File: src/rtl/obstacle_generator.sv
// obstacle_generator: spawns, scrolls and retires up to N_OBS obstacles per frame,
// ramping scroll speed with play time and scoring each obstacle that leaves the screen.
module obstacle_generator #(
    parameter int          N_OBS             = 10,
    parameter int          SCREEN_W          = 640,
    parameter int          OBS_WIDTH         = 40,
    parameter int          UPPER_BOUND       = 20,
    parameter int          LOWER_BOUND       = 460,
    parameter int          MIN_HEIGHT        = 40,
    parameter int          MAX_HEIGHT        = 160,
    parameter int          BASE_SPEED        = 2,
    parameter int          MAX_SPEED         = 8,
    parameter int          SPEED_STEP_FRAMES = 600,
    parameter int          SPAWN_INTERVAL    = 60,
    parameter logic [15:0] LFSR_SEED         = 16'hACE1
) (
    input  logic                 clk,
    input  logic                 rst,
    input  logic [1:0]           gamemode,
    output logic [N_OBS*10-1:0]  obstacle_x_left,
    output logic [N_OBS*10-1:0]  obstacle_x_right,
    output logic [N_OBS*9-1:0]   obstacle_y_up,
    output logic [N_OBS*9-1:0]   obstacle_y_down,
    output logic [3:0]           speed,
    output logic [15:0]          score,
    output logic                 spawn_drop
);
    localparam int SCW = $clog2(SPAWN_INTERVAL + 1);
    localparam int SPW = $clog2(SPEED_STEP_FRAMES + 1);

    logic [N_OBS-1:0] active, retire, spawn_sel;
    logic [9:0]       xl [N_OBS];
    logic [9:0]       xr [N_OBS];
    logic [8:0]       yu [N_OBS];
    logic [8:0]       yd [N_OBS];
    logic [15:0]      lfsr, lfsr_next, score_next;
    logic [16:0]      score_sum;
    logic [SCW-1:0]   spawn_cnt;
    logic [SPW-1:0]   speed_cnt;
    logic             spawn_now, step_now;
    logic [9:0]       spd, h_raw, h, room, off, y_up_new, y_down_new;

    always_comb begin
        lfsr_next  = {1'b0, lfsr[15:1]} ^ (lfsr[0] ? 16'hB400 : 16'h0000);
        spd        = {6'd0, speed};
        spawn_now  = spawn_cnt == SCW'(SPAWN_INTERVAL - 1);
        step_now   = speed_cnt == SPW'(SPEED_STEP_FRAMES - 1);
        // lowest inactive slot as a one-hot; all zero when every slot is busy
        spawn_sel  = ~active & (active + 1'b1);
        h_raw      = 10'(MIN_HEIGHT) + {3'd0, lfsr[6:0]};
        h          = (h_raw > 10'(MAX_HEIGHT)) ? 10'(MAX_HEIGHT) : h_raw;
        room       = 10'(LOWER_BOUND - UPPER_BOUND) - h;
        off        = {2'd0, lfsr[15:8]};
        y_up_new   = (lfsr[9:8] == 2'b00) ? 10'(UPPER_BOUND) :
                     (lfsr[9:8] == 2'b01) ? 10'(LOWER_BOUND) - h :
                     10'(UPPER_BOUND) + ((off < room) ? off : room);
        y_down_new = y_up_new + h;
        retire     = '0;
        for (int i = 0; i < N_OBS; i++)
            retire[i] = active[i] && (xr[i] <= spd);
        score_sum  = {1'b0, score} + 17'($countones(retire));
        score_next = score_sum[16] ? 16'hFFFF : score_sum[15:0];
    end

    always_ff @(posedge clk) begin
        if (rst || gamemode == 2'b00) begin
            for (int i = 0; i < N_OBS; i++) begin
                xl[i] <= '0;
                xr[i] <= '0;
                yu[i] <= '0;
                yd[i] <= '0;
            end
            active     <= '0;
            speed      <= 4'(BASE_SPEED);
            score      <= '0;
            spawn_cnt  <= '0;
            speed_cnt  <= '0;
            spawn_drop <= 1'b0;
            lfsr       <= rst ? LFSR_SEED : lfsr_next;
        end else if (gamemode == 2'b01) begin
            lfsr       <= lfsr_next;
            spawn_cnt  <= spawn_now ? '0 : spawn_cnt + 1'b1;
            speed_cnt  <= step_now ? '0 : speed_cnt + 1'b1;
            speed      <= (step_now && speed < 4'(MAX_SPEED)) ? speed + 4'd1 : speed;
            score      <= score_next;
            spawn_drop <= spawn_now && !(|spawn_sel);
            for (int i = 0; i < N_OBS; i++) begin
                if (retire[i]) begin
                    active[i] <= 1'b0;
                    xl[i]     <= '0;
                    xr[i]     <= '0;
                    yu[i]     <= '0;
                    yd[i]     <= '0;
                end else if (active[i]) begin
                    xr[i] <= xr[i] - spd;
                    xl[i] <= (xl[i] > spd) ? xl[i] - spd : '0;
                end else if (spawn_now && spawn_sel[i]) begin
                    active[i] <= 1'b1;
                    xl[i]     <= 10'(SCREEN_W);
                    xr[i]     <= 10'(SCREEN_W + OBS_WIDTH);
                    yu[i]     <= 9'(y_up_new);
                    yd[i]     <= 9'(y_down_new);
                end
            end
        end else begin
            spawn_drop <= 1'b0;
        end
    end

    for (genvar g = 0; g < N_OBS; g++) begin : g_pack
        assign obstacle_x_left[g*10 +: 10]  = xl[g];
        assign obstacle_x_right[g*10 +: 10] = xr[g];
        assign obstacle_y_up[g*9 +: 9]      = yu[g];
        assign obstacle_y_down[g*9 +: 9]    = yd[g];
    end
endmodule

File: config.mk
export PLATFORM = sky130hd
export DESIGN_NAME = obstacle_generator
export DESIGN_NICKNAME = d
export VERILOG_FILES = /design/src/rtl/obstacle_generator.sv
export SDC_FILE = /design/constraint.sdc
export NUM_CORES = 1
export LEC_CHECK = 0
export CORE_MARGIN = 4
export CORE_UTILIZATION = 58
export DETAILED_ROUTE_END_ITERATION = 10
export PLACE_DENSITY_LB_ADDON = 0.2
export SETUP_SLACK_MARGIN = 0.15
export SLEW_MARGIN = 20
export SYNTH_ARGS = -nofsm -noshare
export SYNTH_HDL_FRONTEND = slang
export SYNTH_SLANG_ARGS = --single-unit
File: constraint.sdc
create_clock -name clk -period 13.3 [get_ports clk]
set_clock_uncertainty 0.15 [all_clocks]
set_input_delay 1.33 -clock clk [delete_from_list [all_inputs] [get_ports clk]]
set_output_delay 1.33 -clock clk [all_outputs]
set_load 0.01 [all_outputs]
==> results.toml <==
[place]
gp_congestion = 0.937
port_buffers = 404
dp_hpwl_um = 47800

[setup_path]
reg2reg_depth = 17
cp_top_family = "adder cells"
cp_num_buf_inv = 2
crit_fanout = 14
r2r_setup_slack_ns = 6.60
cp.arrival_ns = 6.99
path_cells = "ha_1 -> fa_1 -> nor2b_1 -> o311ai_0 -> nand3_1 -> fa_1 -> fa_1 -> inv_1 -> fa_1 -> inv_1 -> fa_1 -> fa_1 -> nor2b_1 -> o21ai_1 -> a2111oi_0 -> xnor2_1 -> a21oi_1"
path_depth = 17
crit_top_cell = "fa_1"
worstSetupPathType = "reg -> reg"
max_stage_delay_ns = 0.98
crit_slowest_cell = "dfxtp_1"
start_kind = "flop"
endpoint_kind = "flop"
crit_required_ns = 13.59

[floorplanning]
chipWidth_um = 208
io-pin-count = 405
die_area_mm2 = 0.0431
core_mm2 = 0.0390
num_rows = 72
floorplan.initialDensity = 0.592
chipHeight_um = 208

[synthesis]
synth_area_leaders = "edfxtp_1, nor2_1, ha_1, dfxtp_1, xnor2_1"
ys_ff_latch = 443
yosysSeqAreaShare = 0.556
synth_area_mm2 = 0.0231
synth_edf_count = 396
synthesis.instances = 2053
synth.avg_cell_area_um2 = 11.2
yosys.area.top_type = "edfxtp_1"
syn_nets = 2184
synth_top_area_share = 0.515
async_flop_share = 0
ys.warnings.count = 0
synth-main-ff-cell = "edfxtp_1"
ys_types = 82

[hold_path]
hold_depth = 2
hold_path_class = "reg -> reg"

[grt]
grt_pass1_wl_um = 102000
grt.total_usage = 0.297
globalRoute.totalOverflow = 0
antenna_found_initial = 0
grt_max_degree = 29
grt_pass1_vias = 17856

[pwr]
vdd.ir_drop.worst_mv = 0.110
power_uw = 3450
p_per_area_mw_per_mm2 = 118
p_leak_uw = 0.0105

[timing]
tightest_slew_ns = 1.11
hold_viol_final = 0
slew_viol_final = 0
final.setup.tns_ns = 0
slew_headroom = 0.257
fin_crit_sh = 0.504
rsz0062_at_grt = "false"
period_needed_ns = 6.70
clock.fmax_mhz = 149
setup_viol = 0

[clock_tree]
htree_levels = 2
cts_tree = "done"
cts_hold_buf = 0
clkTransAtPathRegs_ns = 0.06
cts_buffer_depth = 3
clkLatencyLatePin_ns = 0.58
cts_buffers = 45
clock_sinks = 443
cts_setup_buffers = 0
cts_resized = 0
root_buffer = "clkbuf_16"

[cells_and_area]
final_common_cell = "clkdlybuf4s50_1"
areaGrowthSynthToFinish_pct = 26.1
layout_common_cells = "clkdlybuf4s50_1, edfxtp_1, nor2_1, ha_1, o21ai_0"
nFillCells = 2598
antenna_cells = 0
drive_above_1_share = 0.0616
fin_nets = 2578
multi_input_area_mm2 = 0.00965
regArea_mm2 = 0.0128

[run]
max_cap_viol_count = 0

[outcome]
status = "finished, final reports clean"

[route]
via_count = 18180
drtAntennaViolNets = 0
drt-total-wl_um = 66500
wl_per_cell_um = 22.2
drtIter0Drc = 1721
vias_per_cell = 6.06
drc = 0
drt-pass1-iter-count = 5
[path summary, 6_finish.rpt]
kind,startpoint,end
setup / recovery,speed[0],score[8]
hold / removal,spawn_cnt[5],spawn_cnt[5]
setup reg to reg,speed[0],score[8]
hold reg to reg,spawn_cnt[5],spawn_cnt[5]
[Yosys cell counts, types with 38 or more instances]
| cell type | instances |
|---|---|
| edfxtp_1 | 396 |
| nor2_1 | 352 |
| o21ai_0 | 104 |
| ha_1 | 99 |
| nor3_1 | 91 |
| inv_1 | 88 |
| xnor2_1 | 83 |
| nor2b_1 | 78 |
| nand2_1 | 67 |
| a21oi_1 | 52 |
| xor2_1 | 51 |
| o21a_1 | 49 |
| clkbuf_1 | 48 |
| dfxtp_1 | 47 |
| or3_1 | 38 |
[metrics by stage]
stage	utilization	cells	hold slack, ns	setup WS (ns)	cell area (um2)
after detailed placement	0.708	2918	0.329	6.67	27600
final	0.747	3001	0.342	6.60	29100
after global routing	0.747	3001	0.382	6.33	29100
after global placement	0.708	2918	0.311	6.92	27600
after floorplan	-	2053	0.304	6.79	23100
after CTS	0.745	3001	0.343	6.65	29100
[worst register-to-register path, delay by kind of cell, from the launching register on]
kind                       cells  cell delay, ns
adders and majority gates      7            3.04
AOI/OAI and AO/OA              4            1.60
DFF                            1            0.98
and+or+nand+nor                3            0.52
xor gates and xnor gates       1            0.18
buffers and inverters          2            0.12
[logic make-up (layout without fill, tap and decap cells)]
kind of cell / after synthesis / in the layout / synth area share
xor gates and xnor gates: 134 / 134 / 0.0508
DFF: 443 / 443 / 0.556
adders and majority gates: 127 / 127 / 0.0779
muxes: 3 / 3 / 0.00135
AOI/OAI and AO/OA: 356 / 356 / 0.107
and+or+nand+nor: 819 / 819 / 0.176
buffers and inverters: 171 / 601 / 0.0308
[final cells by class]
type	count	area share
tap	518	0.0223
inverter	91	0.0117
timing repair buffer	427	0.145
clock buffer	57	0.0434
multi-input combinational	1439	0.331
clock inverter	26	0.00593
sequential	443	0.441
[report_power, final]
part / switching (uW) / internal, uW
clock network: 550 / 697
logic: 325 / 231
registers: 58.1 / 1590
total: 933 / 2510
[flip-flops by register name, summed over array words and instances (netlist names)]
name,count
yu,90
spawn_drop,1
xl,100
yd,90
score,16
speed,4
speed_cnt,10
xr,100
active,10
spawn_cnt,6
lfsr,16
[routing by layer]
metal / part of all wire / vias to the layer above / wire [um] / track usage
li1: - / 8287 / - / -
met1: 0.40 / 8847 / 26500 / 0.393
met2: 0.48 / 919 / 32000 / 0.493
met5: 0 / - / 0 / 0
met3: 0.089 / 127 / 5940 / 0.0635
met4: 0.032 / 0 / 2130 / 0.0974
(Power assumes the default switching activity.)
